===== src/rtl/scroll_lane_bank.sv =====
// scroll_lane_bank: NUM_OBJ independent sprites scrolling left once per frame.
// Each lane owns its X/Y/sub-pixel accumulator. The bank owns the shared
// Galois LFSR (respawn Y source) and the saturating respawn counter.

// scroll_lane: one sprite. Advances by a sub-pixel step and respawns at the
// right edge with a pseudo-random Y once it is fully off the left edge.
module scroll_lane #(
  parameter int POS_W       = 10,
  parameter int FRAC_W      = 2,
  parameter int SPEED_W     = 6,
  parameter int X_MAX       = 639,
  parameter int X_START     = 640,
  parameter int SPACING     = 160,
  parameter int OBJ_SIZE    = 100,
  parameter int Y_MIN       = 250,
  parameter int Y_SPAN_LOG2 = 7,
  parameter int K           = 0
) (
  input  logic                   frame_clk,
  input  logic                   Reset_n,
  input  logic                   enable,
  input  logic                   restart,
  input  logic                   parallax,
  input  logic [SPEED_W-1:0]     speed,
  input  logic [Y_SPAN_LOG2-1:0] lfsr_lo,
  output logic [POS_W-1:0]       x,
  output logic [POS_W-1:0]       y,
  output logic                   vis,
  output logic                   wrap,
  output logic                   wrap_nxt
);
  // X is kept two bits wider than the output so the start layout (which
  // can reach past 1023) and the overshoot past the left edge never wrap.
  localparam int XW = POS_W + 2;
  localparam int STEP_W = SPEED_W + 1 - FRAC_W;
  localparam logic signed [XW-1:0] X_INIT    = XW'(X_START + K * SPACING);
  localparam logic signed [XW-1:0] X_RESPAWN = XW'(X_MAX + 1);
  localparam logic signed [XW-1:0] SIZE_S    = XW'(OBJ_SIZE);
  localparam logic signed [XW-1:0] XMAX_S    = XW'(X_MAX);
  localparam logic signed [XW-1:0] ZERO_S    = '0;
  // Per-lane decorrelation mask so simultaneous respawns draw distinct Y.
  localparam logic [15:0]          MASK      = 16'(K * 16'h9E37);

  logic signed [XW-1:0]    x_int, x_next;
  logic [FRAC_W-1:0]       acc;
  logic [SPEED_W-1:0]      s_k;
  logic [SPEED_W:0]        sum;
  logic [STEP_W-1:0]       step;
  logic                    exit_now;
  logic [Y_SPAN_LOG2-1:0]  r_lo;
  logic [POS_W-1:0]        y_new;

  // Step computation, exit test and respawn Y.
  always_comb begin
    s_k      = parallax ? (speed >> K) : speed;
    sum      = {1'b0, s_k} + (SPEED_W + 1)'(acc);
    step     = sum[SPEED_W:FRAC_W];
    x_next   = x_int - $signed(XW'(step));
    exit_now = (x_next + SIZE_S) <= ZERO_S;
    wrap_nxt = enable && !restart && exit_now;
    r_lo     = lfsr_lo ^ MASK[Y_SPAN_LOG2-1:0];
    y_new    = POS_W'(Y_MIN) + POS_W'(r_lo);
  end

  // Lane state: reset/restart reload the start layout, else advance.
  always_ff @(posedge frame_clk or negedge Reset_n) begin
    if (!Reset_n) begin
      x_int <= X_INIT;
      y     <= POS_W'(Y_MIN);
      acc   <= '0;
      wrap  <= 1'b0;
    end else if (restart) begin
      x_int <= X_INIT;
      y     <= POS_W'(Y_MIN);
      acc   <= '0;
      wrap  <= 1'b0;
    end else if (enable) begin
      wrap <= exit_now;
      if (exit_now) begin
        x_int <= X_RESPAWN;
        y     <= y_new;
        acc   <= '0;
      end else begin
        x_int <= x_next;
        acc   <= sum[FRAC_W-1:0];
      end
    end else begin
      wrap <= 1'b0;
    end
  end

  assign x   = x_int[POS_W-1:0];
  assign vis = ((x_int + SIZE_S) > ZERO_S) && (x_int <= XMAX_S);
endmodule

module scroll_lane_bank #(
  parameter int          NUM_OBJ     = 4,
  parameter int          POS_W       = 10,
  parameter int          FRAC_W      = 2,
  parameter int          SPEED_W     = 6,
  parameter int          X_MAX       = 639,
  parameter int          X_START     = 640,
  parameter int          SPACING     = 160,
  parameter int          OBJ_SIZE    = 100,
  parameter int          Y_MIN       = 250,
  parameter int          Y_SPAN_LOG2 = 7,
  parameter logic [15:0] LFSR_SEED   = 16'hACE1
) (
  input  logic                       frame_clk,
  input  logic                       Reset_n,
  input  logic                       enable,
  input  logic                       restart,
  input  logic                       parallax,
  input  logic [SPEED_W-1:0]         speed,
  output logic [NUM_OBJ*POS_W-1:0]   obj_x,
  output logic [NUM_OBJ*POS_W-1:0]   obj_y,
  output logic [NUM_OBJ-1:0]         obj_vis,
  output logic [POS_W-1:0]           obj_size,
  output logic [NUM_OBJ-1:0]         wrap_pulse,
  output logic [15:0]                wrap_count
);
  localparam int CW = $clog2(NUM_OBJ + 1);

  logic [NUM_OBJ-1:0][POS_W-1:0] lane_x, lane_y;
  logic [NUM_OBJ-1:0]            wrap_nxt;
  logic [15:0]                   lfsr, lfsr_next;
  logic [CW-1:0]                 wrap_cnt;
  logic [16:0]                   count_sum;

  for (genvar k = 0; k < NUM_OBJ; k++) begin : g_lane
    scroll_lane #(
      .POS_W(POS_W), .FRAC_W(FRAC_W), .SPEED_W(SPEED_W), .X_MAX(X_MAX),
      .X_START(X_START), .SPACING(SPACING), .OBJ_SIZE(OBJ_SIZE),
      .Y_MIN(Y_MIN), .Y_SPAN_LOG2(Y_SPAN_LOG2), .K(k)
    ) u_lane (
      .frame_clk (frame_clk),
      .Reset_n   (Reset_n),
      .enable    (enable),
      .restart   (restart),
      .parallax  (parallax),
      .speed     (speed),
      .lfsr_lo   (lfsr[Y_SPAN_LOG2-1:0]),
      .x         (lane_x[k]),
      .y         (lane_y[k]),
      .vis       (obj_vis[k]),
      .wrap      (wrap_pulse[k]),
      .wrap_nxt  (wrap_nxt[k])
    );
  end

  // Galois LFSR step (x^16+x^14+x^13+x^11) and respawn popcount.
  always_comb begin
    lfsr_next = {1'b0, lfsr[15:1]} ^ (lfsr[0] ? 16'hB400 : 16'h0000);
    wrap_cnt  = '0;
    for (int i = 0; i < NUM_OBJ; i++) wrap_cnt = wrap_cnt + CW'(wrap_nxt[i]);
    count_sum = {1'b0, wrap_count} + 17'(wrap_cnt);
  end

  // Shared state: LFSR steps every enabled frame; restart leaves both alone.
  always_ff @(posedge frame_clk or negedge Reset_n) begin
    if (!Reset_n) begin
      lfsr       <= LFSR_SEED;
      wrap_count <= '0;
    end else if (!restart && enable) begin
      lfsr       <= lfsr_next;
      wrap_count <= count_sum[16] ? 16'hFFFF : count_sum[15:0];
    end
  end

  assign obj_x    = lane_x;
  assign obj_y    = lane_y;
  assign obj_size = POS_W'(OBJ_SIZE);
endmodule

===== config.mk =====
export PLATFORM = sky130hd
export DESIGN_NAME = scroll_lane_bank
export DESIGN_NICKNAME = d
export VERILOG_FILES = /design/src/rtl/scroll_lane_bank.sv
export SDC_FILE = /design/constraint.sdc
export NUM_CORES = 1
export LEC_CHECK = 0
export CORE_AREA = 2 2 152 154
export DETAILED_ROUTE_END_ITERATION = 10
export DIE_AREA = 0 0 154 156
export PLACE_DENSITY_LB_ADDON = 0.05
export SKIP_LAST_GASP = 1
export SYNTH_ARGS = -nofsm -noshare
export SYNTH_HDL_FRONTEND = slang
export SYNTH_SLANG_ARGS = --single-unit
export TNS_END_PERCENT = 5

===== constraint.sdc =====
create_clock -name frame_clk -period 8.6 [get_ports frame_clk]
set_input_delay 1.72 -clock frame_clk [delete_from_list [all_inputs] [get_ports frame_clk]]
set_output_delay 1.72 -clock frame_clk [all_outputs]
set_load 0.1 [all_outputs]

Yosys cells after proc, flatten, opt, wreduce, memory -nomap -nowiden
Index checks and enable logic that the tools add are counted.
{ "op_classes": {"add_sub_neg": 24, "order_cmp": 12, "mux": 49, "bitwise_logic": 4, "reduce_logical": 19} }
{ "ops": {"columns": ["cell", "count"], "rows": [
  ["12-bit 2-to-1 mux", 12],
  ["10-bit 2-to-1 mux", 12],
  ["12-bit by 8-bit adder with 12-bit output (second input constant)", 8],
  ["12-bit by 1-bit greater-than comparator with 1-bit output (second input constant)", 4],
  ["12-bit by 1-bit less-or-equal comparator with 1-bit output (second input constant)", 4],
  ["12-bit by 11-bit less-or-equal comparator with 1-bit output (second input constant)", 4],
  ["12-bit by 6-bit subtractor with 12-bit output", 4],
  ["8-bit by 7-bit adder with 9-bit output (first input constant)", 4],
  ["16-bit 2-to-1 mux", 2],
  ["6-bit by 2-bit adder with 7-bit output", 4],
  ["2-bit 2-to-1 mux", 12],
  ["6-bit 2-to-1 mux", 3],
  ["16-bit by 3-bit adder with 17-bit output", 1],
  ["15-bit by 16-bit bitwise XOR with 16-bit output", 1],
  ["5-bit NOT", 2],
  ["2-bit nonzero test", 5],
  ["1-bit logical AND", 9],
  ["1-bit 2-to-1 mux", 8],
  ["2-bit AND reduction", 4],
  ["2-bit by 1-bit adder with 3-bit output", 1],
  ["3-bit by 1-bit adder with 3-bit output", 1],
  ["3-bit NOT", 1],
  ["1-bit by 1-bit adder with 2-bit output", 1],
  ["1-bit logical NOT", 1]
]} }
{ "totals": {"register_bits": 132, "output_inout_bits": 114} }

Logic depth before layout (Yosys ltp)
Gate-level depths: netlist of the first run.
{ "logic_depth": {"word_depth": 11, "ltp_mapped": 30} }

By module
Synthesis of the first run repeated with hierarchy kept, for this count alone.
{ "hier_totals": {"hier_cells": 1008, "area_unflattened_um2": 9115.0} }
{ "by_module_without_submodules": {"columns": ["module", "n_inst", "cells_per_inst", "area_per_inst_um2"], "rows": [
  ["scroll_lane (g_lane[1].u_lane)", 1, 232, 1973.1],
  ["scroll_lane (g_lane[3].u_lane)", 1, 226, 1906.8],
  ["scroll_lane (g_lane[2].u_lane)", 1, 197, 1866.8],
  ["scroll_lane (g_lane[0].u_lane)", 1, 179, 1724.2],
  ["scroll_lane_bank", 1, 174, 1644.1]
]} }

Worst setup path after synthesis of the first run
No wires, ideal clock.
{ "synth_path": {"path_type": "input to register", "from": "in parallax", "to": "reg wrap_count[12]", "setup_time_ps": 121, "t_arrival_ps": 7256, "setup_slack_ps": 1224, "cell_stages": 27, "cell_sequence": "clkbuf_1 -> clkbuf_1 -> nand2_1 -> nand2_1 -> ha_1 -> fa_1 -> a311oi_1 -> a21oi_1 -> ha_1 -> nor2b_1 -> o31a_1 -> or4_1 -> o22ai_2 -> a21oi_1 -> or2_1 -> buf_6 -> nand2_1 -> fa_1 -> fa_1 -> inv_1 -> fa_1 -> nand3_1 -> nor2_1 -> and3_1 -> and3_1 -> nand3_1 -> o21a_1"} }
{ "synth_between": {"elab_chain_cells": 11} }
{ "synth_lines": {"columns": ["item", "line", "rtl"], "rows": [
  ["from (decl)", "113", "input logic parallax,"],
  ["6-bit 2-to-1 mux", "55", "s_k = parallax ? (speed >> K) : speed;"],
  ["6-bit by 2-bit adder with 7-bit output", "56", "sum = {1'b0, s_k} + (SPEED_W + 1)'(acc);"],
  ["12-bit by 6-bit subtractor with 12-bit output", "58", "x_next = x_int - $signed(XW'(step));"],
  ["12-bit by 8-bit adder with 12-bit output", "59", "exit_now = (x_next + SIZE_S) <= ZERO_S;"],
  ["12-bit by 1-bit less-or-equal comparator with 1-bit output", "59", null],
  ["1-bit logical AND", "60", "wrap_nxt = enable && !restart && exit_now;"],
  ["1-bit by 1-bit adder with 2-bit output", "155", "for (int i = 0; i < NUM_OBJ; i++) wrap_cnt = wrap_cnt + CW'(wrap_nxt[i]);"],
  ["2-bit by 1-bit adder with 3-bit output", "155", null],
  ["3-bit by 1-bit adder with 3-bit output (*)", "155", null],
  ["16-bit by 3-bit adder with 17-bit output (*)", "156", "count_sum = {1'b0, wrap_count} + 17'(wrap_cnt);"],
  ["16-bit 2-to-1 mux (*)", "166", "wrap_count <= count_sum[16] ? 16'hFFFF : count_sum[15:0];"],
  ["to (signal assigned)", "166", null],
  ["to (decl)", "120", "output logic [15:0] wrap_count"]
]} }
Every way passes the cells marked *; elsewhere a longest branch is shown, timed or not.
A chain may end at the register's enable or synchronous reset.

Worst setup path after layout of the first run
Ends and elaborated chain as after synthesis.

==> results.txt, run 1 <==
internal portion of total power = 1420 uW
highest cell delay on the worst timing path = 0.64 ns
initial detailed-routing violation count = 343
post-CTS setup repair buffer count = 0
fraction of final layout cells with drive strength greater than 1 = 12.7%
Seq/Total Area, Yosys = 36.9%
Mapped Cells = 965
Final nets = 1,068
dominant cell by count in the synthesized netlist = nand2_1
Antenna diodes = 0
CTS clock-pin slew for the worst setup and hold paths = 0.06 ns
startpoint of the worst register-to-register path = g_lane[2].u_lane.acc[0]$_DFFE_PN0P_
kind of end point of the critical path = flop
worst hold margin = 0.457 ns
maximum number of pins on one net before global-route repair = 66
source of the worst hold timing path = lfsr[7]$_DFFE_PN1P_
r2r worst-path depth = 23
final setup violation count = 0
Row Count = 55
number of search-and-repair iterations in the first detailed-routing pass = 5
synth cell count leaders = nand2_1, dfrtp_1, nor2_1
mux contribution to synthesized area = 2.64%
capturing point of the worst reg2reg path = wrap_count[12]$_DFFE_PN0P_
Async SR Flop Fraction = 100%
number of port buffers = 110
Min-Delay Endpoint = lfsr[6]$_DFFE_PN1P_
count of flip-flops with a built-in enable after synthesis = 0
final cell utilization of the core = 46.4%
Worst path slowest cell = clkdlybuf4s50_1
core area = 22,400 sq um
FF-to-FF setup slack = 2.59 ns
relative contribution of sequential cells to total power = 31.1%
io pins = 125
share of total power in the clock network = 28.7%
final routed DRC violation total = 0
data arrival time of the critical path = 8.16 ns
die outline area = 24,000 sq um
mean area per synthesized cell = 9.15 sq um
starting utilization of the core area = 39.5%
netlist area before placement = 8830 sq um
worst min path class = flop to flop
half-perimeter wire length after placement = 16,700 um
Total Wirelength = 23,900 um
combinational fraction of design power = 40.2%
post-detailed-route via-to-cell ratio = 5.41
Hold Crit Depth = 2
Most common cell on crit path = fa_1
family of cells with the greatest summed delay on the critical path = adder cells
number of synthesized register bits = 128
post-route clock skew = 0.00702 ns
final-report hold violation count = 0
part of the cycle the worst path needs = 91.3%
DIE HEIGHT = 156 um
Sw Share = 43.7%
largest family of logic cells by synthesized area = compound AO/OA/AOI/OAI gates
CTS buffer count = 17
post-synthesis adder-cell area fraction = 7.03%
final cell count without fillers = 1,312
area share of and/or/nand/nor cells after synthesis = 19.1%
f_max = 0.127 GHz
first-pass GRT wire length = 38,700 um
YS warnings = 0
horizontal extent of the die = 154 um
number of distinct library cells after synthesis = 96
Slew Limit Headroom = 29.2%
total instance count after detailed placement = 1,280
via count of the first global-routing pass = 6,976
buffer cell driving the clock tree root = clkbuf_16
share of the synthesized area in the top cell type = 23.8%
placer's final routability congestion estimate = 0.837
TritonCTS sink count = 128
worst-margin pin slew = 1.06 ns
cell taking the most area after synthesis = dfrtp_1
maximum level of the CTS H-tree = 4
maximum buffer depth of the clock tree = 2
total buffers and inverters traversed by the critical path = 2
area growth from synthesis to layout = 17.5%
area fraction in compound gates after synthesis = 19.7%
hold-fix buffer count after cts = 0
initial antenna violation count = 0
total number of vias = 7,097
max-slew violation count = 0
Leakage = 0.00436 uW
clock latency on the worst-skew pair = 0.42 ns
PwrDens = 243 nW/um^2
crit path kind = input pin to flop
Synth Area in XOR/XNOR = 5.84%
number of routed nets with antenna violations = 0
run status = finished, final reports clean
data required time of the worst path = 8.91 ns
minimum setup slack in the final design = 0.751 ns
count of max-cap constraint violations = 0
wire length per cell after detailed routing = 18.2 um
startpoint type of the worst setup path = input pin
crit path time final = 7.85 ns
overall routing resource usage = 20.4%
Max FO, Critical Path = 11
remaining global-route overflow = 0
critical path startpoint = parallax
most area-consuming cells after synthesis = dfrtp_1, dfstp_2, buf_4
Setup TNS = 0 ns
flip-flop cell with the highest count after synthesis = dfrtp_1
worst slack at placement = 0.297 ns
power spent charging and discharging nets = 1100 uW
unrepaired setup endpoints after global routing = no
post_cts resized = 0
TritonCTS clock tree = yes
maximum ir drop on the vdd rail = 0.0964 mV
## worst min-delay path, delay by kind of cell (launching register included)
kind,cells,cell delay [ns]
flops,1,0.37
simple gates,2,0.09
## layer usage
layer	vias to the layer above	part of all wire [%]	GRT usage (%)
met1	3442	47	27.2
met4	0	1.1	4.63
met2	151	48	34.4
li1	3485	-	-
met3	19	4.1	4.06
met5	-	0	0
## cell type report
type,count,area [sq um]
timing repair buffer,123,1190
clock inverter,14,145
fill,2163,12000
clock buffer,18,439
sequential,128,3260
multi-input combinational,711,4850
tap,285,357
inverter,33,124
## power groups by stage
stage          clock network [uW]  logic, uW  registers, uW
2_1_floorplan                   0        867            765
3_3_place_gp                    0       1010            795
3_5_place_dp                    0       1010            794
4_1_cts                       742       1020            785
5_1_grt                       771       1090            799
6_report                      724       1010            784
## flip-flops by register name (all words and copies together) (netlist names)
register / flops
wrap_count: 16
lfsr: 16
g_lane.u_lane.wrap: 4
g_lane.u_lane.acc: 8
g_lane.u_lane.x_int: 48
g_lane.u_lane.y: 36
## stage by stage
stage / total power, uW / area (sq um)
2_1_floorplan: 1630 / 8870
6_report: 2520 / 10400
4_1_cts: 2550 / 10400
3_5_place_dp: 1810 / 9790
3_3_place_gp: 1810 / 9790
5_1_grt: 2660 / 10400
## how the worst max path moves through the flow
| stage | end | cells past startpoint | slack, ns |
|---|---|---|---|
| final | wrap_count[12]$_DFFE_PN0P_ | 26 | 0.75 |
| after global routing | wrap_count[12]$_DFFE_PN0P_ | 26 | 0.23 |
| after CTS | wrap_count[12]$_DFFE_PN0P_ | 26 | 0.78 |
| after detailed placement | wrap_count[12]$_DFFE_PN0P_ | 26 | 0.30 |
| after global placement | wrap_count[12]$_DFFE_PN0P_ | 25 | 0.44 |
| after floorplan | wrap_count[12]$_DFFE_PN0P_ | 27 | 1.22 |
## cell families after synthesis
group | after synthesis
mux | 23
xor+xnor | 58
flops | 128
simple gates | 342
fa+ha+maj | 43
buf+inv | 138
other cells | 2
compound gates | 231
## cells in the final DEF (no fill, tap or decap), drive strengths merged, types with 34 or more instances in the layout
master,n
dfrtp,84
nand2,118
dfstp,44
a21oi,35
clkdlybuf4s50,108
inv,39
nor2,73
o21ai,47
nand3,37
xnor2,34
No activity file was read; power rests on OpenSTA's default activity.
==> inputs of run 2 (changes only) <==
--- a/config.mk
+++ b/config.mk
@@ -6,6 +6,7 @@
 export NUM_CORES = 1
 export LEC_CHECK = 0
 export CORE_AREA = 2 2 152 154
+export CTS_BUF_LIST = sky130_fd_sc_hd__clkbuf_8
 export DETAILED_ROUTE_END_ITERATION = 10
 export DIE_AREA = 0 0 154 156
 export PLACE_DENSITY_LB_ADDON = 0.05
==> run 2 against run 1 <==
Effect of this change: clock power fell by 27%; core utilization shrank 0.86 points; die area unchanged; hold slack improved by 0.0030 ns; sequential share of layout area increased by 0.59 points; critical path type unchanged; critical path depth unchanged; clock skew grew 0.0064 ns; via count rose by 0.32%; cell count did not move.
==> results.txt, run 2 (synthesized netlist as in run 1, its figures left out) <==
Antenna diodes = 0 (unchanged)
starting utilization of the core area = 39.5% (unchanged)
fraction of final layout cells with drive strength greater than 1 = 12.7% (unchanged)
maximum buffer depth of the clock tree = 2 (unchanged)
crit path kind = input pin to flop
max-slew violation count = 0 (unchanged)
minimum setup slack in the final design = 0.773 ns (+0.0222 ns)
data arrival time of the critical path = 8.17 ns (about the same)
DIE HEIGHT = 156 um (unchanged)
hold-fix buffer count after cts = 0 (unchanged)
source of the worst hold timing path = lfsr[7]$_DFFE_PN1P_
first-pass GRT wire length = 38,500 um (-0.30%)
max FFs per register = 48 (unchanged)
initial antenna violation count = 0 (unchanged)
half-perimeter wire length after placement = 16,700 um (unchanged)
startpoint of the worst register-to-register path = g_lane[2].u_lane.acc[0]$_DFFE_PN0P_
worst slack at placement = 0.297 ns (unchanged)
Largest regs = g_lane.u_lane.x_int: 48 flops, g_lane.u_lane.y: 36 flops
initial detailed-routing violation count = 375 (+9.3%)
worst-margin pin slew = 1.06 ns (-0.00147 ns)
number of search-and-repair iterations in the first detailed-routing pass = 5 (unchanged)
part of the cycle the worst path needs = 91.0% (-0.26 points)
final cell utilization of the core = 45.5% (-0.86 points)
buffer cell driving the clock tree root = clkbuf_8
maximum ir drop on the vdd rail = 0.114 mV (+18%)
PwrDens = 228 nW/um^2 (-6.1%)
kind of end point of the critical path = flop
run status = finished, final reports clean
placer's final routability congestion estimate = 0.837 (unchanged)
final-report hold violation count = 0 (unchanged)
data required time of the worst path = 8.94 ns (+0.03 ns)
post-detailed-route via-to-cell ratio = 5.43 (+0.32%)
Setup TNS = 0 ns (unchanged)
overall power consumption = 2330 uW (-7.8%)
number of routed nets with antenna violations = 0 (unchanged)
post-CTS setup repair buffer count = 0 (unchanged)
clock latency on the worst-skew pair = 0.45 ns (+0.03 ns)
area growth from synthesis to layout = 15.3%
TritonCTS sink count = 128 (unchanged)
CTS clock-pin slew for the worst setup and hold paths = 0.08 ns (+0.02 ns)
critical path startpoint = parallax
number of port buffers = 110 (unchanged)
overall routing resource usage = 20.3% (-0.17 points)
wire length per cell after detailed routing = 18.1 um (-0.33%)
Max FO, Critical Path = 11 (unchanged)
final setup violation count = 0 (unchanged)
commonest cells after routing, fill and taps aside = nand2_1, clkdlybuf4s50_1, dfrtp_1, nor2_1, dfstp_2
Slew Limit Headroom = 29.3% (+0.098 points)
Row Count = 55 (unchanged)
CTS buffer count = 17 (unchanged)
horizontal extent of the die = 154 um (unchanged)
remaining global-route overflow = 0 (unchanged)
post_cts resized = 0 (unchanged)
f_max = 0.128 GHz (+0.28%)
worst min path class = flop to flop
via count of the first global-routing pass = 6,967 (-0.13%)
die outline area = 24,000 sq um (unchanged)
startpoint type of the worst setup path = input pin
core area = 22,400 sq um (unchanged)
count of max-cap constraint violations = 0 (unchanged)
total number of vias = 7,120 (+0.32%)
post-route clock skew = 0.0134 ns (+0.00640 ns)
Total Wirelength = 23,800 um (-0.33%)
Leakage = 0.00427 uW (-2.0%)
Final nets = 1,068 (unchanged)
final routed DRC violation total = 0 (unchanged)
TritonCTS clock tree = yes
io pins = 125 (unchanged)
maximum number of pins on one net before global-route repair = 66 (unchanged)
Largest Register = g_lane.u_lane.x_int
crit path time final = 7.83 ns (-0.0222 ns)
most common cell after layout, fill and taps aside = nand2_1
unrepaired setup endpoints after global routing = no
maximum level of the CTS H-tree = 4 (unchanged)
[run 2: power by group]
part	internal, uW	total [uW]	switching, uW
clock	246	528	283
combinational	323	1010	691
sequential	682	783	101
total	1250	2330	1070
[run 2: worst paths after layout]
check | to | depth (start not counted) | slack (ns)
max | wrap_count[12]$_DFFE_PN0P_ | 26 | 0.77
min | lfsr[6]$_DFFE_PN1P_ | 2 | 0.46
max reg2reg | wrap_count[12]$_DFFE_PN0P_ | 23 | 2.58
min reg2reg | lfsr[6]$_DFFE_PN1P_ | 2 | 0.46
max in group asynchronous | g_lane[1].u_lane.x_int[6]$_DFFE_PN0P_ | 2 | 6.04
min in group asynchronous | g_lane[0].u_lane.x_int[3]$_DFFE_PN0P_ | 1 | 1.27
[run 2: worst max-delay path, cell delays in order]
cell	delay (ns)
clkdlybuf4s50_1	0.64
nand2b_1	0.21
nand2_1	0.08
ha_1	0.21
fa_1	0.43
xor2_1	0.20
ha_1	0.22
fa_1	0.40
nor2b_1	0.17
o31a_1	0.29
nor4bb_1	0.32
a211oi_1	0.09
o2bb2ai_2	0.29
and3_4	0.26
or2_1	0.35
nand2_1	0.16
fa_1	0.49
fa_1	0.42
inv_1	0.09
fa_1	0.20
nand3_1	0.07
nor2_1	0.21
and3_1	0.24
and3_1	0.19
nand3_1	0.08
o21a_1	0.10
[run 2: per-layer routing]
| metal | share of wire [%] | global-route usage, % | wire length [um] |
|---|---|---|---|
| met3 | 4.0 | 3.97 | 958 |
| met2 | 48 | 34.3 | 11400 |
| met4 | 0.82 | 3.83 | 196 |
| met5 | 0 | 0 | 0 |
| met1 | 47 | 27.2 | 11200 |
[run 2: final cells by class]
cell class / instances / area (sq um)
clock inverter: 14 / 145
clock buffer: 18 / 248
sequential: 128 / 3260
tap: 285 / 357
multi-input combinational: 711 / 4850
inverter: 33 / 124
fill: 2196 / 12200
timing repair buffer: 123 / 1190
[run 2: through the flow]
stage,instance area [sq um],std cells,hold WS [ns]
global placement,9790,1280,0.448
floorplan,8870,977,0.435
global route,10200,1312,0.483
detailed placement,9790,1280,0.451
finish,10200,1312,0.460
CTS,10200,1312,0.461
